### config.mk
export PLATFORM = sky130hd
export DESIGN_NAME = idecode_stage
export DESIGN_NICKNAME = d
export VERILOG_FILES = /design/src/rtl/idecode_stage.sv
export SDC_FILE = /design/constraint.sdc
export NUM_CORES = 1
export LEC_CHECK = 0
export CORE_ASPECT_RATIO = 0.8
export CORE_UTILIZATION = 42
export DETAILED_ROUTE_END_ITERATION = 7
export GPL_TIMING_DRIVEN = 0
export PLACE_DENSITY = 0.79
export SYNTH_ARGS = -nofsm -noshare
export SYNTH_HDL_FRONTEND = slang
export SYNTH_SLANG_ARGS = --single-unit
### constraint.sdc
create_clock -name clk -period 1.9 [get_ports clk]
set_input_delay 0.285 -clock clk [delete_from_list [all_inputs] [get_ports clk]]
set_output_delay 0.285 -clock clk [all_outputs]
set_load 0.005 [all_outputs]
### src/rtl/idecode_stage.sv
// RV32I/RV64I decode stage: one registered slot, 1-cycle accept-to-valid latency.
// Backpressure: in_ready = !out_valid | out_ready; a stalled slot holds every output stable.
module idecode_stage #(
  parameter int XLEN = 64
) (
  input  logic            clk,
  input  logic            resetn,
  input  logic            flush,
  input  logic            in_valid,
  output logic            in_ready,
  input  logic [XLEN-1:0] in_pc,
  input  logic [31:0]     in_instr,
  output logic            out_valid,
  input  logic            out_ready,
  output logic [XLEN-1:0] out_pc,
  output logic [4:0]      rd,
  output logic [4:0]      rs1,
  output logic [4:0]      rs2,
  output logic [2:0]      funct3,
  output logic [XLEN-1:0] imm,
  output logic [3:0]      alu_op,
  output logic            alu_src_imm,
  output logic            alu_src_pc,
  output logic            word_op,
  output logic            reg_write,
  output logic            mem_read,
  output logic            mem_write,
  output logic            is_branch,
  output logic            jump,
  output logic            jalr,
  output logic            illegal
);

  localparam bit RV64 = (XLEN == 64);

  localparam logic [6:0] OPC_LOAD     = 7'b0000011;
  localparam logic [6:0] OPC_MISC_MEM = 7'b0001111;
  localparam logic [6:0] OPC_OP_IMM   = 7'b0010011;
  localparam logic [6:0] OPC_AUIPC    = 7'b0010111;
  localparam logic [6:0] OPC_OP_IMM32 = 7'b0011011;
  localparam logic [6:0] OPC_STORE    = 7'b0100011;
  localparam logic [6:0] OPC_OP       = 7'b0110011;
  localparam logic [6:0] OPC_LUI      = 7'b0110111;
  localparam logic [6:0] OPC_OP32     = 7'b0111011;
  localparam logic [6:0] OPC_BRANCH   = 7'b1100011;
  localparam logic [6:0] OPC_JALR     = 7'b1100111;
  localparam logic [6:0] OPC_JAL      = 7'b1101111;
  localparam logic [6:0] OPC_SYSTEM   = 7'b1110011;

  localparam logic [3:0] ALU_ADD   = 4'd0;
  localparam logic [3:0] ALU_SUB   = 4'd1;
  localparam logic [3:0] ALU_AND   = 4'd2;
  localparam logic [3:0] ALU_OR    = 4'd3;
  localparam logic [3:0] ALU_XOR   = 4'd4;
  localparam logic [3:0] ALU_SLL   = 4'd5;
  localparam logic [3:0] ALU_SRL   = 4'd6;
  localparam logic [3:0] ALU_SRA   = 4'd7;
  localparam logic [3:0] ALU_SLT   = 4'd8;
  localparam logic [3:0] ALU_SLTU  = 4'd9;
  localparam logic [3:0] ALU_PASSB = 4'd10;

  // instr[30] selects SUB only in register form; in both forms it selects SRA for funct3=101
  function automatic logic [3:0] arith_op(input logic [2:0] f, input logic alt, input logic reg_form);
    logic [3:0] op;
    case (f)
      3'b000:  op = (reg_form && alt) ? ALU_SUB : ALU_ADD;
      3'b001:  op = ALU_SLL;
      3'b010:  op = ALU_SLT;
      3'b011:  op = ALU_SLTU;
      3'b100:  op = ALU_XOR;
      3'b101:  op = alt ? ALU_SRA : ALU_SRL;
      3'b110:  op = ALU_OR;
      default: op = ALU_AND;
    endcase
    return op;
  endfunction

  logic [6:0] opc;
  logic [2:0] f3;
  logic [6:0] f7;
  logic       is_shift;
  logic       f7_reg_ok;
  logic       f3_word_ok;

  assign opc        = in_instr[6:0];
  assign f3         = in_instr[14:12];
  assign f7         = in_instr[31:25];
  assign is_shift   = (f3 == 3'b001) || (f3 == 3'b101);
  assign f7_reg_ok  = (f7 == 7'b0000000) || ((f7 == 7'b0100000) && (f3 == 3'b000 || f3 == 3'b101));
  assign f3_word_ok = (f3 == 3'b000) || is_shift;

  logic [XLEN-1:0] imm_i, imm_s, imm_b, imm_u, imm_j;

  assign imm_i = XLEN'($signed(in_instr[31:20]));
  assign imm_s = XLEN'($signed({in_instr[31:25], in_instr[11:7]}));
  assign imm_b = XLEN'($signed({in_instr[31], in_instr[7], in_instr[30:25], in_instr[11:8], 1'b0}));
  assign imm_u = XLEN'($signed({in_instr[31:12], 12'b0}));
  assign imm_j = XLEN'($signed({in_instr[31], in_instr[19:12], in_instr[20], in_instr[30:21], 1'b0}));

  logic [XLEN-1:0] d_imm;
  logic [3:0]      d_alu_op;
  logic            d_src_imm, d_src_pc, d_word, d_rw, d_mr, d_mw, d_br, d_jump, d_jalr, d_ill;

  always_comb begin
    d_imm     = '0;
    d_alu_op  = ALU_ADD;
    d_src_imm = 1'b0;
    d_src_pc  = 1'b0;
    d_word    = 1'b0;
    d_rw      = 1'b0;
    d_mr      = 1'b0;
    d_mw      = 1'b0;
    d_br      = 1'b0;
    d_jump    = 1'b0;
    d_jalr    = 1'b0;
    d_ill     = 1'b0;
    case (opc)
      OPC_LOAD: begin
        d_imm = imm_i; d_src_imm = 1'b1; d_rw = 1'b1; d_mr = 1'b1;
        d_ill = !((f3 inside {3'b000, 3'b001, 3'b010, 3'b100, 3'b101}) ||
                  (RV64 && (f3 inside {3'b011, 3'b110})));
      end
      OPC_STORE: begin
        d_imm = imm_s; d_src_imm = 1'b1; d_mw = 1'b1;
        d_ill = !((f3 inside {3'b000, 3'b001, 3'b010}) || (RV64 && f3 == 3'b011));
      end
      OPC_BRANCH: begin
        d_imm = imm_b; d_alu_op = ALU_SUB; d_br = 1'b1;
        d_ill = (f3 == 3'b010) || (f3 == 3'b011);
      end
      OPC_JAL: begin
        d_imm = imm_j; d_src_imm = 1'b1; d_src_pc = 1'b1; d_rw = 1'b1; d_jump = 1'b1;
      end
      OPC_JALR: begin
        d_imm = imm_i; d_src_imm = 1'b1; d_rw = 1'b1; d_jump = 1'b1; d_jalr = 1'b1;
      end
      OPC_LUI: begin
        d_imm = imm_u; d_alu_op = ALU_PASSB; d_src_imm = 1'b1; d_rw = 1'b1;
      end
      OPC_AUIPC: begin
        d_imm = imm_u; d_src_imm = 1'b1; d_src_pc = 1'b1; d_rw = 1'b1;
      end
      OPC_OP_IMM: begin
        d_imm = imm_i; d_src_imm = 1'b1; d_rw = 1'b1;
        d_alu_op = arith_op(f3, in_instr[30], 1'b0);
        d_ill = !RV64 && is_shift && in_instr[25];
      end
      OPC_OP_IMM32: begin
        d_imm = imm_i; d_src_imm = 1'b1; d_rw = 1'b1; d_word = RV64;
        d_alu_op = arith_op(f3, in_instr[30], 1'b0);
        d_ill = !RV64 || !f3_word_ok || (is_shift && in_instr[25]);
      end
      OPC_OP: begin
        d_rw = 1'b1;
        d_alu_op = arith_op(f3, in_instr[30], 1'b1);
        d_ill = !f7_reg_ok;
      end
      OPC_OP32: begin
        d_rw = 1'b1; d_word = RV64;
        d_alu_op = arith_op(f3, in_instr[30], 1'b1);
        d_ill = !RV64 || !f3_word_ok || !f7_reg_ok;
      end
      // FENCE and SYSTEM retire as an ADDI-shaped no-op with no side effects
      OPC_MISC_MEM, OPC_SYSTEM: begin
        d_imm = imm_i; d_src_imm = 1'b1;
      end
      default: d_ill = 1'b1;
    endcase
  end

  logic accept;

  assign in_ready = !out_valid || out_ready;
  assign accept   = in_valid && in_ready && !flush;

  always_ff @(posedge clk or negedge resetn) begin
    if (!resetn) begin
      out_valid   <= 1'b0;
      out_pc      <= '0;
      rd          <= '0;
      rs1         <= '0;
      rs2         <= '0;
      funct3      <= '0;
      imm         <= '0;
      alu_op      <= ALU_ADD;
      alu_src_imm <= 1'b1;
      alu_src_pc  <= 1'b0;
      word_op     <= 1'b0;
      reg_write   <= 1'b0;
      mem_read    <= 1'b0;
      mem_write   <= 1'b0;
      is_branch   <= 1'b0;
      jump        <= 1'b0;
      jalr        <= 1'b0;
      illegal     <= 1'b0;
    end else if (flush) begin
      out_valid <= 1'b0;
    end else if (accept) begin
      out_valid   <= 1'b1;
      out_pc      <= in_pc;
      rd          <= in_instr[11:7];
      rs1         <= in_instr[19:15];
      rs2         <= in_instr[24:20];
      funct3      <= f3;
      imm         <= d_imm;
      alu_op      <= d_alu_op;
      alu_src_imm <= d_src_imm;
      alu_src_pc  <= d_src_pc;
      word_op     <= d_word;
      // an illegal slot still travels down the pipe but must not commit anything
      reg_write   <= d_rw && (in_instr[11:7] != 5'd0) && !d_ill;
      mem_read    <= d_mr && !d_ill;
      mem_write   <= d_mw && !d_ill;
      is_branch   <= d_br && !d_ill;
      jump        <= d_jump && !d_ill;
      jalr        <= d_jalr;
      illegal     <= d_ill;
    end else if (out_ready) begin
      out_valid <= 1'b0;
    end
  end

endmodule
# Yosys cells after proc, flatten, opt, wreduce, memory -nomap -nowiden
# Cells that the tools add are included.
# W data, S select, Z words.
totals:
  reg_bits: 161
  in_bits: 101
classes:
  n_eq_ne: 20
  muxes: 19
  n_bitwise: 1
  reduce_logical: 45
op_table:
  columns: ["cell", "n"]
  rows:
  - ["$pmux W64 S5", 1]
  - ["$pmux W4 S7", 2]
  - ["$eq A7 B6 Y1 const B", 5]
  - ["$eq A7 B7 Y1 const B", 4]
  - ["$eq A7 B5 Y1 const B", 3]
  - ["$pmux W4 S4", 1]
  - ["$mux W1", 14]
  - ["$reduce_or A2 Y1", 6]
  - ["$logic_and A1 B1 Y1", 10]
  - ["$logic_or A1 B1 Y1", 10]
  - ["$reduce_bool A5 Y1", 2]
  - ["$reduce_or A10 Y1", 1]
  - ["$eq A3 B3 Y1 const B", 3]
  - ["$reduce_or A9 Y1", 1]
  - ["$eq A7 B2 Y1 const B", 1]
  - ["$eq A7 B4 Y1 const B", 1]
  - ["$logic_not A1 Y1", 7]
  - ["$logic_not A7 Y1", 1]
  - ["$pmux W1 S7", 1]
  - ["$reduce_or A7 Y1", 1]
  - ["$eq A3 B2 Y1 const B", 2]
  - ["$reduce_bool A3 Y1", 2]
  - ["$reduce_or A6 Y1", 1]
  - ["$eq A3 B1 Y1 const B", 1]
  - ["other kinds (4)", 4]

# Longest topological paths before layout
logic_depth:
  word_depth: 9
  ltp_mapped: 8

# Worst setup path after synthesis
# OpenSTA, ideal clock, no wires.
synth_path:
  kind: "register to register"
  from: "register out_valid"
  to: "register reg_write"
  setup_ns: 0.067
  t_arrival_ns: 1.611
  required_ns: 1.833
  path_slack_ns: 0.221
  path_stages_with_launch: 6
  path_cell_list: "dfrtp_1 > nor2b_1 > nor3b_1 > o21ai_0 > nor3_2 > a32o_1"
synth_between:
  elab_chain_cells: 5
synth_lines:
  columns: ["element", "line_no", "source"]
  rows:
  - ["from (decl)", "13", "output logic out_valid,"]
  - ["from (signal assigned)", "178", "out_valid <= 1'b0;"]
  - ["from (signal assigned)", "197", "out_valid <= 1'b0;"]
  - ["from (signal assigned)", "199", "out_valid <= 1'b1;"]
  - ["$logic_not A1 Y1", "173", "assign in_ready = !out_valid || out_ready;"]
  - ["$logic_or A1 B1 Y1", "173", null]
  - ["$logic_and A1 B1 Y1 (2 in series)", "174", "assign accept = in_valid && in_ready && !flush;"]
  - ["$reduce_and A2 Y1 (no source line)", null, null]
  - ["to (signal assigned)", "211", "reg_write <= d_rw && (in_instr[11:7] != 5'd0) && !d_ill;"]
  - ["to (decl)", "25", "output logic reg_write,"]
# No other way between the ends.
# A chain may end at the register's enable or synchronous reset.

# Worst setup path in the final report
layout_path:
  from: "input in_instr[12]"
  to: "register mem_read"
layout_between:
  elab_chain_cells: 9
  elab_cells_between_ends: 28
  classes_between: "eq/ne: 6; mux: 1; reduce/logical: 21"
layout_lines:
  columns: ["element", "line_no", "source"]
  rows:
  - ["from (decl)", "12", "input logic [31:0] in_instr,"]
  - ["$eq A3 B3 Y1 or $logic_not A3 Y1 (tied branches)", null, null]
  - ["$logic_or A1 B1 Y1", "89", "assign f7_reg_ok = (f7 == 7'b0000000) || ((f7 == 7'b0100000) && (f3 == 3'b000 || f3 == 3'b101));"]
  - ["$logic_and A1 B1 Y1", "89", null]
  - ["$logic_or A1 B1 Y1", "89", null]
  - ["$logic_not A1 Y1", "156, 161", null]
  - ["$logic_or A1 B1 Y1", "161", "d_ill = !RV64 || !f3_word_ok || !f7_reg_ok;"]
  - ["$pmux W1 S7 *", "117", "case (opc)"]
  - ["$logic_not A1 Y1 *", "212", "mem_read <= d_mr && !d_ill;"]
  - ["$logic_and A1 B1 Y1 *", "212", null]
  - ["to (signal assigned)", "212", null]
  - ["to (decl)", "26", "output logic mem_read,"]
# Mark *: on every way between the ends. The rest lies on a longest branch, timed or not.

==> run summary <==
status -> completed
Peak VDD IR -> 0.597 mV
CTS Buf Count -> 17
clock tree buffer depth -> 2
Tcrit/Tclk final -> 99.1%
worst r2r dst -> alu_op[3]
flop-to-flop setup slack -> 140 ps
Antenna Cells -> 0
layout cell share with drive strength beyond 1 -> 16.3%
drt wl/cell -> 17.0 µm
Clock power frac -> 41.5%
Die Height -> 108 µm
Period minus WS final -> 1880 ps
r2r startpoint -> out_valid
Final Hold Vio Count -> 0
first-pass GRT wire length -> 30,400 µm
Lkg Pwr -> 0.00454 µW
vias per inst -> 5.07
Core Area -> 13,600 µm²
Worst setup EP type -> flip-flop
port bufs -> 259
crit path kind -> in -> reg
FMAX -> 531 MHz
ANT nets after route -> 0
Syn Nets -> 755
syn_area_per_cell -> 9.03 µm²
Layout area overhead -> 61.7%
vias in the first global route -> 5,524
Internal -> 6250 µW
dpl cells -> 1,094
htree depth -> 4
asr flop ratio synth -> 100%
die area -> 14,500 µm²
clock slew at reported path FFs -> 60 ps
Non-Filler Instances -> 1,135
Area contributors post-synth -> dfrtp_1 (54%), nand2_1 (17%), buf_4 (4.2%), a21oi_1 (2.9%), a22o_1 (2.7%)
largest net degree at the start of global routing -> 75
fill count -> 1,108
Row Count -> 38
P per Cell Area -> 874 nW/µm²
Worst EP arrival -> 2190 ps
cell count after synthesis -> 654
DRT iter0 DRCs -> 319
DPL Wire Length -> 14,000 µm
most common cell after layout, fill and taps aside -> nand2_1
post-synthesis cell area -> 5910 µm²
Slew HR -> 55.0%
Worst Skew -> 4.16 ps
Req. time, crit path -> 2210 ps
Syn. warnings -> 0
Global Route Usage Sum -> 27.6%
Sequential Power Share -> 38.5%
Initial Utilization -> 43.3%
combinational group share of total power -> 20.0%
Final Net Count -> 1,043
RD Place Congestion -> 0.934
num ports -> 263
Yosys top cell area share -> 54.2%
Top FF cell, synth -> dfrtp_1
vias -> 5,750
worst skew pair latency -> 420 ps
die width -> 135 µm
worst reg2reg path depth -> 7
EDFF count, synth -> 0
most frequent cells in the layout -> nand2_1 (263), clkdlybuf4s50_1 (223), dfrtp_1 (127)
CP endpoint -> mem_read
Final Setup Violations -> 0
P_sw -> 2100 µW
Post-route DRC -> 0
CTS tree -> done
number of max-slew violations in the final report -> 0
CP startpoint -> in_instr[12]
clock tree sinks -> 129
Yosys top cell by area -> dfrtp_1
DRT Pass-1 Iters -> 5
Netlist cell types -> 53
pin slew with the least headroom to its limit -> 669 ps
root buffer selected by CTS -> clkbuf_16
Max-cap violations -> 0
number of synthesized register bits -> 129
Sw Ratio -> 25.2%
sequential-to-total area share from yosys stat -> 54.7%
initial antenna violation count -> 0
placed cell area -> 8750 µm²
Worst Setup Start Kind -> input port
critical-path maximum fanout -> 10
Hold Path Class -> in -> reg
final WL -> 19,300 µm
GR Overflow Total -> 0
Final Cell Area -> 9550 µm²
==> cell families (layout without fill, tap and decap cells) <==
kind of cell | count (synthesis) | in the layout | share of synthesized area [%]
DFF | 129 | 129 | 54.7
AOI/OAI and AO/OA | 109 | 109 | 13.5
xor gates and xnor gates | 3 | 3 | 0.445
muxes | 1 | 1 | 0.169
and+or+nand+nor | 334 | 334 | 23.7
buffers and inverters | 78 | 379 | 7.56
==> stage by stage <==
step | setup TNS [ps] | power, µW | utilization [%] | setup WS (ps) | hold slack, ps
finish | 0 | 8350 | 70.0 | 18.0 | 302
global route | -18.2 | 8710 | 70.0 | -9.71 | 313
CTS | -4.92 | 8390 | 69.6 | -4.92 | 319
detailed placement | -97600 | 4910 | 64.2 | -1120 | 279
global placement | -679070 | 4870 | 63.9 | -4590 | 457
floorplan | 0 | 3770 | - | 221 | -10.6
==> timing repair <==
action / CTS / global route
buffers inserted: 8 / 1
hold endpoints to repair: 54 / 0
pin swaps: 1 / 1
resized for setup: 67 / 31
hold buffers: 1 / 0
setup endpoints to repair: 161 / 61
==> routing by layer <==
layer | vias to the layer above | share of wire [%] | track usage (%)
met3 | 25 | 9.5 | 9.00
met4 | 0 | 1.5 | 8.59
li1 | 2709 | - | -
met2 | 268 | 46 | 43.0
met1 | 2748 | 43 | 36.6
met5 | - | 0 | 0
==> power by group through the flow <==
stage	sequential, µW	clock (µW)	combinational, µW
2_1_floorplan	3280	0	488
3_3_place_gp	3260	0	1610
3_5_place_dp	3270	0	1640
4_1_cts	3220	3500	1670
5_1_grt	3250	3630	1830
6_report	3220	3460	1670
==> worst max-delay path, stage by stage <==
cell and delay [ps]:
clkdlybuf4s50_1 480, buf_2 280, xor2_1 200, o2111ai_1 150, a311oi_2 280, buf_4 180
nor3_4 60, a32o_1 280
==> cell usage after synthesis (4+ instances only) <==
cell type,instances
a32o_1,7
buf_4,33
a21oi_1,34
a22o_1,18
nand2b_1,5
clkbuf_1,25
nand2_1,263
buf_2,11
nand3_1,5
a21oi_2,8
nor3_1,4
a22oi_1,11
nor2b_1,6
dfrtp_1,128
nor3b_1,5
o21ai_0,12
nor2_1,29
==> cell type report <==
type / instances / area (µm²) / share of cell area (%)
clock inverters: 13 / 184 / 1.93
flip-flops and latches: 129 / 3230 / 33.8
inverters: 3 / 11.3 / 0.118
clock buffers: 19 / 443 / 4.64
well taps: 180 / 225 / 2.36
multi-input cells: 447 / 2310 / 24.2
repair buffers: 270 / 2680 / 28.0
plain buffers: 74 / 472 / 4.94
==> state kept, by name, summed over array words and instances (netlist names), 3 cells and up <==
signal,cells
alu_op,4
funct3,3
imm,32
out_pc,64
rd,5
rs1,5
rs2,5
==> worst min path at each step <==
stage	slack, ps	start	endpoint	depth (start not counted)
after floorplan	-10	resetn	alu_op[0]	0
after global placement	460	out_pc[18]	out_pc[18]	2
after detailed placement	280	resetn	out_pc[32]	1
after CTS	320	in_instr[2]	mem_write	4
after global routing	310	in_instr[2]	mem_write	4
final	300	in_instr[2]	mem_write	4
No activity file was read; power rests on OpenSTA's default activity.
